**src/rtl/key_debounce_pkg.sv**
```systemverilog
// ============================================================================
//  Module   : key_pkg
//  Purpose  : Shared types and constants for the key debouncer.
//  Revision : 1.0 - initial release
// ============================================================================
`default_nettype none

package key_pkg;

   // Per-channel filter state: stable or pending in each direction.
   typedef enum logic [1:0] {
      UP      = 2'd0,
      DN_PEND = 2'd1,
      DN      = 2'd2,
      UP_PEND = 2'd3
   } key_st_t;

   // Default filter length: 20 ms of stability at a 50 MHz clock.
   localparam int KEY_DEB_CYCLES_50MHZ_20MS = 1_000_000;

endpackage : key_pkg

`default_nettype wire

```
**src/rtl/key_debounce_if.sv**
```systemverilog
// ============================================================================
//  Module   : key_debounce_if
//  Purpose  : Key pins in, debounced level and press/release pulses out.
//  Revision : 1.0 - initial release
// ============================================================================
`default_nettype none

interface key_debounce_if #(
   parameter int NUM_KEYS = 2
);
   logic [NUM_KEYS-1:0] key_raw;       // raw active-low pins
   logic [NUM_KEYS-1:0] key_level;     // debounced level, 0 = pressed
   logic [NUM_KEYS-1:0] key_press;     // one-cycle pulse on accepted press
   logic [NUM_KEYS-1:0] key_release;   // one-cycle pulse on accepted release

   // Board / stimulus side: drives the pins, observes the filtered result.
   modport master (
      output key_raw,
      input  key_level,
      input  key_press,
      input  key_release
   );

   // Debouncer side.
   modport slave (
      input  key_raw,
      output key_level,
      output key_press,
      output key_release
   );
endinterface : key_debounce_if

`default_nettype wire

```
**src/rtl/key_debounce_ch.sv**
```systemverilog
// ============================================================================
//  Module   : key_debounce_ch
//  Purpose  : One key channel: 2-flop synchroniser, stability counter FSM,
//             registered level and press/release pulses.
//  Revision : 1.0 - initial release
// ============================================================================
`default_nettype none

module key_debounce_ch
   import key_pkg::*;
#(
   parameter int DEB_CYCLES = KEY_DEB_CYCLES_50MHZ_20MS
) (
   input  wire  clk,
   input  wire  rst_n,
   input  wire  i_key_raw,
   output logic o_key_level,
   output logic o_key_press,
   output logic o_key_release
);

   // Counter only ever reaches DEB_CYCLES-1, so clog2 bits are enough.
   localparam int               CNT_W      = $clog2(DEB_CYCLES);
   localparam logic [CNT_W-1:0] C_CNT_LAST = CNT_W'(DEB_CYCLES - 1);
   localparam logic [CNT_W-1:0] C_CNT_ONE  = CNT_W'(1);
   localparam logic [CNT_W-1:0] C_CNT_ZERO = '0;

   logic             r_s1;
   logic             r_s2;
   key_st_t          r_state;
   logic [CNT_W-1:0] r_cnt;
   logic             r_level;
   logic             r_press;
   logic             r_release;

   // Bring the asynchronous pin into the clk domain; idle (released) is 1.
   always_ff @(posedge clk or negedge rst_n) begin
      if (!rst_n) begin
         r_s1 <= 1'b1;
         r_s2 <= 1'b1;
      end else begin
         r_s1 <= i_key_raw;
         r_s2 <= r_s1;
      end
   end

   // Accept a new level only after DEB_CYCLES consecutive matching samples;
   // any reversion drops back to the stable state with the count cleared.
   always_ff @(posedge clk or negedge rst_n) begin
      if (!rst_n) begin
         r_state   <= UP;
         r_cnt     <= C_CNT_ZERO;
         r_level   <= 1'b1;
         r_press   <= 1'b0;
         r_release <= 1'b0;
      end else begin
         r_press   <= 1'b0;
         r_release <= 1'b0;
         case (r_state)
            UP: begin
               if (!r_s2) begin
                  r_state <= DN_PEND;
                  r_cnt   <= C_CNT_ONE;
               end
            end
            DN_PEND: begin
               if (r_s2) begin
                  r_state <= UP;
                  r_cnt   <= C_CNT_ZERO;
               end else if (r_cnt == C_CNT_LAST) begin
                  r_state <= DN;
                  r_cnt   <= C_CNT_ZERO;
                  r_level <= 1'b0;
                  r_press <= 1'b1;
               end else begin
                  r_cnt <= r_cnt + C_CNT_ONE;
               end
            end
            DN: begin
               if (r_s2) begin
                  r_state <= UP_PEND;
                  r_cnt   <= C_CNT_ONE;
               end
            end
            UP_PEND: begin
               if (!r_s2) begin
                  r_state <= DN;
                  r_cnt   <= C_CNT_ZERO;
               end else if (r_cnt == C_CNT_LAST) begin
                  r_state   <= UP;
                  r_cnt     <= C_CNT_ZERO;
                  r_level   <= 1'b1;
                  r_release <= 1'b1;
               end else begin
                  r_cnt <= r_cnt + C_CNT_ONE;
               end
            end
            default: begin
               r_state <= UP;
               r_cnt   <= C_CNT_ZERO;
            end
         endcase
      end
   end

   assign o_key_level   = r_level;
   assign o_key_press   = r_press;
   assign o_key_release = r_release;

endmodule : key_debounce_ch

`default_nettype wire

```
**src/rtl/key_debounce.sv**
```systemverilog
// ============================================================================
//  Module   : key_debounce
//  Purpose  : NUM_KEYS independent debounce channels behind one interface.
//  Revision : 1.0 - initial release
// ============================================================================
`default_nettype none

module key_debounce
   import key_pkg::*;
#(
   parameter int NUM_KEYS   = 2,
   parameter int DEB_CYCLES = KEY_DEB_CYCLES_50MHZ_20MS
) (
   input wire             clk,
   input wire             rst_n,
   key_debounce_if.slave  bus
);

   logic [NUM_KEYS-1:0] w_level;
   logic [NUM_KEYS-1:0] w_press;
   logic [NUM_KEYS-1:0] w_release;

   // One self-contained channel per key; bit i of every port belongs to key i.
   for (genvar g = 0; g < NUM_KEYS; g++) begin : g_ch
      key_debounce_ch #(
         .DEB_CYCLES (DEB_CYCLES)
      ) u_ch (
         .clk           (clk),
         .rst_n         (rst_n),
         .i_key_raw     (bus.key_raw[g]),
         .o_key_level   (w_level[g]),
         .o_key_press   (w_press[g]),
         .o_key_release (w_release[g])
      );
   end

   assign bus.key_level   = w_level;
   assign bus.key_press   = w_press;
   assign bus.key_release = w_release;

endmodule : key_debounce

`default_nettype wire

```
**src/flat_wrapper.sv**
```systemverilog
// flat-port wrapper written by rule: the top's interface ports become plain ports
module key_debounce_flat import key_pkg::*;
#(
   parameter int NUM_KEYS   = 2,
   parameter int DEB_CYCLES = KEY_DEB_CYCLES_50MHZ_20MS
)
  (clk, rst_n, bus_key_raw, bus_key_level, bus_key_press, bus_key_release);
  key_debounce_if #(.NUM_KEYS(NUM_KEYS)) bus_i ();
  input wire clk;
  input wire rst_n;
  input wire logic [$bits(bus_i.key_raw)-1:0] bus_key_raw;
  output wire logic [$bits(bus_i.key_level)-1:0] bus_key_level;
  output wire logic [$bits(bus_i.key_press)-1:0] bus_key_press;
  output wire logic [$bits(bus_i.key_release)-1:0] bus_key_release;
  assign bus_i.key_raw = bus_key_raw;
  assign bus_key_level = bus_i.key_level;
  assign bus_key_press = bus_i.key_press;
  assign bus_key_release = bus_i.key_release;
  key_debounce #(.NUM_KEYS(NUM_KEYS), .DEB_CYCLES(DEB_CYCLES)) u_core (.clk(clk), .rst_n(rst_n), .bus(bus_i));
endmodule
```
**config.mk**
```make
export PLATFORM = sky130hd
export DESIGN_NAME = key_debounce_flat
export DESIGN_NICKNAME = d
export VERILOG_FILES = /design/src/rtl/key_debounce_pkg.sv /design/src/rtl/key_debounce_if.sv /design/src/rtl/key_debounce_ch.sv /design/src/rtl/key_debounce.sv /design/src/flat_wrapper.sv
export SDC_FILE = /design/constraint.sdc
export NUM_CORES = 1
export LEC_CHECK = 0
export CORE_MARGIN = 4
export CORE_UTILIZATION = 35
export DETAILED_ROUTE_END_ITERATION = 12
export SYNTH_ARGS = -nofsm -noshare
export SYNTH_HDL_FRONTEND = slang
export SYNTH_SLANG_ARGS = --single-unit
```
**constraint.sdc**
```tcl
create_clock -name clk -period 3.39 [get_ports clk]
set_input_delay 0.5085 -clock clk [delete_from_list [all_inputs] [get_ports clk]]
set_output_delay 0.5085 -clock clk [all_outputs]
set_load 0.005 [all_outputs]
```
==> results of run 1 <==
[power breakdown]
group          internal (mW)  leakage, nW  switching, mW
combinational         0.0258        0.426         0.0489
clock                  0.225       0.0563          0.234
sequential             0.659        0.722         0.0173
total                  0.910         1.20          0.300
[metal layers]
metal | share of wire [%] | global-route usage, %
met1 | 50 | 17.38
met2 | 46 | 19.90
met3 | 2.5 | 2.714
met4 | 1.4 | 4.792
met5 | 0 | 0
[flip-flops by register name (all words and copies together) (netlist names), named ones only]
register / cells
u_core.g_ch.u_ch.r_cnt: 40
u_core.g_ch.u_ch.o_key_level: 2
u_core.g_ch.u_ch.o_key_press: 2
u_core.g_ch.u_ch.o_key_release: 2
u_core.g_ch.u_ch.r_s1: 2
u_core.g_ch.u_ch.r_s2: 2
u_core.g_ch.u_ch.r_state: 2
[worst max-delay path: cells and delay by family, from the launching register on]
kind / cells / cell delay [ns]
AO/OA/AOI/OAI: 3 / 1.02
AND/OR/NAND/NOR: 2 / 0.61
adder cells (fa/ha/maj): 1 / 0.27
flip-flops: 1 / 0.47
[cell type report]
cell class                 instances  area share [%]
timing repair buffer              13           3.740
tap                              102           4.146
clock buffer                       5           2.236
clock inverter                     3           1.585
multi-input combinational        226           42.80
sequential                        54           44.15
inverter                          11           1.341
[metrics by stage]
step / instances / hold WS, ns / power (mW)
after floorplan: 310 / 0.2129 / 0.7351
final: 414 / 0.3159 / 1.210
after CTS: 414 / 0.3518 / 1.227
after global placement: 406 / 0.3462 / 0.7624
after global routing: 414 / 0.3553 / 1.268
after detailed placement: 406 / 0.3482 / 0.7641
[cell families (layout without fill, tap and decap cells)]
kind of cell / Yosys count / in the layout / synth area share [%]
adder cells (fa/ha/maj): 2 / 2 / 0.8844
AO/OA/AOI/OAI: 87 / 87 / 20.12
buffers and inverters: 30 / 32 / 5.395
AND/OR/NAND/NOR: 130 / 130 / 23.31
multiplexers: 2 / 2 / 0.7077
flip-flops: 54 / 54 / 48.03
XOR/XNOR: 5 / 5 / 1.548
[placed cells by master (no fill, tap or decap), drive strengths merged, types with 2 or more instances in the layout]
master / netlist / layout
a21o: 3 / 3
a21oi: 18 / 18
a22o: 6 / 6
a31oi: 25 / 25
a41oi: 10 / 10
and2: 3 / 3
and3: 8 / 8
buf: 9 / 5
clkbuf: 10 / 5
clkdlybuf4s50: 0 / 8
dfrtp: 48 / 48
dfstp: 6 / 6
ha: 2 / 2
inv: 11 / 12
mux2i: 2 / 2
nand2: 41 / 41
nand2b: 2 / 2
nand3: 24 / 24
nand3b: 4 / 4
nand4: 7 / 7
nand4b: 2 / 2
nor2: 16 / 16
nor3: 7 / 7
nor4: 8 / 8
nor4bb: 2 / 2
o21a: 3 / 3
o21ai: 12 / 12
o22ai: 2 / 2
o31a: 2 / 2
o31ai: 4 / 4
or2: 2 / 2
xnor2: 3 / 3
xor2: 2 / 2
[worst paths after layout]
check / endpoint / slack (ns) / cells after the start
worst max-delay path: u_core.g_ch[0].u_ch.r_cnt[17] / 0.93 / 6
worst min-delay path: u_core.g_ch[1].u_ch.r_cnt[9] / 0.32 / 1
worst max register to register: u_core.g_ch[0].u_ch.r_cnt[17] / 0.93 / 6
worst min register to register: u_core.g_ch[1].u_ch.r_s2 / 0.36 / 0
max in group asynchronous: u_core.g_ch[0].u_ch.r_cnt[17] / 2.42 / 2
min in group clk: u_core.g_ch[1].u_ch.r_s2 / 0.36 / 0
==> results.sh, run 1 <==
export IMPL_power_density_nw_per_um2=393.2
export IMPL_status="finished, final reports clean"
export IMPL_clkTransAtPathRegs_ns=0.11
export IMPL_post_cts_buffers=0
export IMPL_synth_area_um2=2829
export IMPL_synth_area_per_cell_um2=9.126
export IMPL_synth_top_area_share_pct=42.46
export IMPL_max_cap_viol_count=0
export IMPL_drive_gt1_share_pct=7.051
export IMPL_cp_required_ns=3.60
export IMPL_dieArea_um2=9585
export IMPL_rsz0062_at_grt="no"
export IMPL_overflow=0
export IMPL_fmax_ghz=0.4058
export IMPL_hp_class="in -> async"
export IMPL_hold_viol=0
export IMPL_dr_pass1_iters=4
export IMPL_place_hpwl_um=3946
export IMPL_synth_seq_cells=54
export IMPL_grt_usage_pct=12.73
export IMPL_critPathKind="reg -> reg"
export IMPL_finalCritPeriodShare_pct=72.70
export IMPL_vdd_drop_max_mv=0.2692
export IMPL_ys_warn_count=0
export IMPL_slowest_delay_ns=0.57
export IMPL_ys_top_cells_by_area="dfrtp_1 (42%), dfstp_2 (5.6%), a31oi_1 (5.5%), nand2_1 (5.4%), nand3_1 (4.2%)"
export IMPL_postSynthCellCount=310
export IMPL_ant_nets=0
export IMPL_grt_pass1_wl_um=10200
export IMPL_port_buffers=9
export IMPL_syn2layout_area_growth_pct=8.801
export IMPL_post_place_ws_ns=0.9708
export IMPL_multi_input_area_um2=1318
export IMPL_clockRootBuffer="clkbuf_8"
export IMPL_cts_sinks=54
export IMPL_num_vias=2253
export IMPL_via_per_inst=5.442
export IMPL_timing_final_ws_setup_ns=0.9256
export IMPL_cts_resized=0
export IMPL_synth_common_cells="dfrtp_1 (48), nand2_1 (41), a31oi_1 (25), nand3_1 (24), a21oi_1 (18)"
export IMPL_cp_arrival_ns=2.67
export IMPL_antenna_found_initial=0
export IMPL_drt_iter0_drc=112
export IMPL_rows=32
export IMPL_end_kind="flip-flop"
export IMPL_place_area_um2=2960
export IMPL_stdcell_area_um2=3078
export IMPL_postRouteWirelength_um=5758
export IMPL_synth_ff_type="dfrtp_1"
export IMPL_max_slew_margin_pct=32.76
export IMPL_cts_buffer_depth=2
export IMPL_fillers=782
export IMPL_path_cells="ha_1 -> nand4_1 -> or3b_1 -> o31a_1 -> a21o_1 -> a22o_1"
export IMPL_start_util_pct=36.23
export IMPL_cts_tree="built"
export IMPL_start_kind="flip-flop"
export IMPL_critPathLaunch="u_core.g_ch[0].u_ch.r_cnt[0]"
export IMPL_htreeDepth=2
export IMPL_setup_tns_ns=0
export IMPL_grt_max_degree=43
export IMPL_diodes=0
export IMPL_setup_viol=0
export IMPL_synth_edf_count=0
export IMPL_grt_pass1_vias=2134
export IMPL_die_height_um=97.91
export IMPL_worstMarginPinSlew_ns=1.009
export IMPL_slowest_stage="o31a_1"
export IMPL_cts_buffers=5
export IMPL_fin_skew_ns=0.01288
export IMPL_ff_latch_area_um2=1359
export IMPL_synth_cell_types=42
export IMPL_p_leak_nw=1.204
export IMPL_ys_seq_area_share_pct=48.03
export IMPL_wire_per_inst_um=13.91
export IMPL_crit_fanout=30
export IMPL_post_route_min_period_ns=2.464
export IMPL_drv_slew=0
export IMPL_worstReg2RegStart="u_core.g_ch[0].u_ch.r_cnt[0]"
export IMPL_place_congestion=0.8312
export IMPL_synthArstFlopShare_pct=100.0
export IMPL_yosysTopAreaCell="dfrtp_1"
export IMPL_coreArea_um2=7807
export IMPL_drc_errors=0
export IMPL_ios=10
export IMPL_die_w_um=97.91
export IMPL_yosysMostFrequentCell="dfrtp_1"
export IMPL_syn_nets=316
export IMPL_cts_hold_buffers_added=0
export IMPL_clock_latency_ns=0.32
export IMPL_fin_util_pct=39.42
export IMPL_nets=317
Power figures use the tool's default switching activity.
==> inputs of run 2 (changes only) <==
- clock period: 3.39 -> 2 ns (I/O delays scaled with it)
==> run 2 against run 1 <==
Net effect:
- wire length increased by 4.4%
- non-clock buffer count grew 28
- final area grew 8.0%
- global-route usage is 0.050 points higher
- sequential share of layout area is 3.3 points lower
- first-iteration DRC count fell by 14%
- count of clock-buffer cells in the layout rose by 1
- power increased by 69%
- via count is 7.8% higher
- die area did not move
- sequential power grew 69%
==> results.sh, run 2 (synthesis gave the netlist of run 1 again) <==
export IMPL_hold_path_end="u_core.g_ch[0].u_ch.r_s2"
export IMPL_postRouteWirelength_um=6014
export IMPL_r2r_cells=7
export IMPL_finalCritPeriodShare_pct=96.68
export IMPL_drv_slew=0
export IMPL_worstReg2RegStart="u_core.g_ch[0].u_ch.r_cnt[0]"
export IMPL_place_hpwl_um=4285
export IMPL_rows=32
export IMPL_rsz0062_at_grt="yes"
export IMPL_hold_viol=0
export IMPL_cts_buffer_depth=2
export IMPL_num_vias=2429
export IMPL_start_util_pct=36.23
export IMPL_htreeDepth=2
export IMPL_slowest_stage="or3b_4"
export IMPL_dieArea_um2=9585
export IMPL_setup_viol=0
export IMPL_fin_skew_ns=0.01384
export IMPL_place_area_um2=3169
export IMPL_sw_frac_of_total_pct=23.73
export IMPL_cts_tree="built"
export IMPL_grt_usage_pct=12.78
export IMPL_cp_arrival_ns=2.11
export IMPL_cts_buffers=5
export IMPL_largest_reg_flops=40
export IMPL_status="finished, final reports clean"
export IMPL_syn2layout_area_growth_pct=17.51
export IMPL_intPower_mw=1.562
export IMPL_worst_r2r_endpoint="u_core.g_ch[0].u_ch.r_cnt[14]"
export IMPL_drive_gt1_share_pct=16.18
export IMPL_crit_fanout=15
export IMPL_clockRootBuffer="clkbuf_8"
export IMPL_grt_pass1_wl_um=10400
export IMPL_grt_max_degree=33
export IMPL_max_slew_margin_pct=64.55
export IMPL_fin_util_pct=42.58
export IMPL_hold_depth=0
export IMPL_layout_common_cells="dfrtp_1 (48), nand2_1 (41), buf_4 (30)"
export IMPL_cp_required_ns=2.18
export IMPL_clock_latency_ns=0.31
export IMPL_slowest_delay_ns=0.40
export IMPL_regMostFlops="u_core.g_ch.u_ch.r_cnt"
export IMPL_die_w_um=97.91
export IMPL_p_leak_nw=1.346
export IMPL_seqPwrFrac_pct=55.5
export IMPL_end_kind="flip-flop"
export IMPL_switchingPower_mw=0.4860
export IMPL_clkTransAtPathRegs_ns=0.09
export IMPL_path_cells="ha_2 -> nand4_1 -> or3b_4 -> o31a_1 -> buf_4 -> a41oi_1 -> a31oi_1"
export IMPL_port_buffers=9
export IMPL_overflow=0
export IMPL_die_height_um=97.91
export IMPL_critPathKind="reg -> reg"
export IMPL_power_frac_clock_pct=36.1
export IMPL_place_inst=431
export IMPL_nets=345
export IMPL_via_per_inst=5.495
export IMPL_grt_pass1_vias=2278
export IMPL_min_delay_start="u_core.g_ch[0].u_ch.r_s1"
export IMPL_antenna_found_initial=0
export IMPL_coreArea_um2=7807
export IMPL_stdcell_area_um2=3324
export IMPL_place_congestion=0.8155
export IMPL_hp_class="reg -> reg"
export IMPL_post_route_min_period_ns=1.934
export IMPL_worstMarginPinSlew_ns=0.5318
export IMPL_total_power_mw=2.048
export IMPL_setup_tns_ns=0
export IMPL_fmax_ghz=0.5171
export IMPL_wire_per_inst_um=13.61
export IMPL_power_density_nw_per_um2=616.0
export IMPL_dr_pass1_iters=4
export IMPL_start_kind="flip-flop"
export IMPL_r2r_setup_slack_ns=0.07
export IMPL_drc_errors=0
export IMPL_ios=10
export IMPL_vdd_drop_max_mv=0.3150
export IMPL_final_common_cell="dfrtp_1"
export IMPL_drt_iter0_drc=96
export IMPL_ant_nets=0
export IMPL_instances_no_fill=442
export IMPL_share_comb_of_total_power_pct=8.5
export IMPL_diodes=0
export IMPL_max_cap_viol_count=0
export IMPL_cts_sinks=54
run 2: repair_timing:
| item | 4_1_cts | 5_1_grt |
|---|---|---|
| setup endpoints to repair | 0 | 18 |
| resized for setup | 0 | 5 |
| hold buffers | 1 | 0 |
| hold endpoints to repair | 16 | 0 |
| setup buffers | 0 | 2 |
run 2: power groups by stage:
stage	combinational, mW	clock, mW	sequential (mW)
final	0.173	0.739	1.14
after detailed placement	0.169	0	1.16
after global placement	0.165	0	1.16
after CTS	0.171	0.762	1.14
after global routing	0.197	0.809	1.14
after floorplan	0.0898	0	1.16
run 2: worst max-delay path by stage:
stage,start,end,slack (ns),cells past startpoint
floorplan,u_core.g_ch[0].u_ch.r_cnt[0],u_core.g_ch[0].u_ch.r_cnt[17],-0.01,7
global placement,u_core.g_ch[1].u_ch.r_cnt[19],u_core.g_ch[1].u_ch.r_cnt[15],0.07,6
detailed placement,u_core.g_ch[1].u_ch.r_cnt[8],u_core.g_ch[1].u_ch.r_cnt[15],0.07,6
CTS,u_core.g_ch[1].u_ch.r_cnt[8],u_core.g_ch[1].u_ch.r_cnt[15],0.06,6
global route,u_core.g_ch[0].u_ch.r_cnt[1],u_core.g_ch[0].u_ch.r_cnt[14],-0.03,7
finish,u_core.g_ch[0].u_ch.r_cnt[0],u_core.g_ch[0].u_ch.r_cnt[14],0.07,7
run 2: final cells by class:
cell class | count | area, um2
fillers | 757 | 4483
flip-flops and latches | 54 | 1359
inverters | 11 | 41.29
multi-input cells | 226 | 1346
repair buffers | 41 | 340.3
clock buffers | 6 | 72.57
well taps | 102 | 127.6
clock inverters | 2 | 37.54
run 2: critical path, delay by kind of cell (launching register included):
kind / cells / cell delay [ns]
AND/OR/NAND/NOR: 2 / 0.51
flip-flops: 1 / 0.36
adder cells (fa/ha/maj): 1 / 0.18
AO/OA/AOI/OAI: 3 / 0.56
buffers and inverters: 1 / 0.20
run 2: per-stage QoR:
step                      setup slack [ns]  hold WS, ns
after floorplan                   -0.01412     0.004409
after global placement             0.07423       0.3050
after detailed placement           0.07106       0.3081
after CTS                          0.05598       0.3607
after global routing              -0.03012       0.3701
final                              0.06630       0.3598
run 2: layer usage:
| metal | up-vias | GRT usage [%] | share of wire [%] | wire length [um] |
|---|---|---|---|---|
| met2 | 36 | 21.73 | 48 | 2875 |
| met5 | - | 0 | 0 | 0 |
| met3 | 4 | 2.714 | 3.1 | 184 |
| met1 | 1177 | 16.65 | 48 | 2913 |
| met4 | 0 | 3.088 | 0.68 | 41 |
| li1 | 1212 | - | - | - |
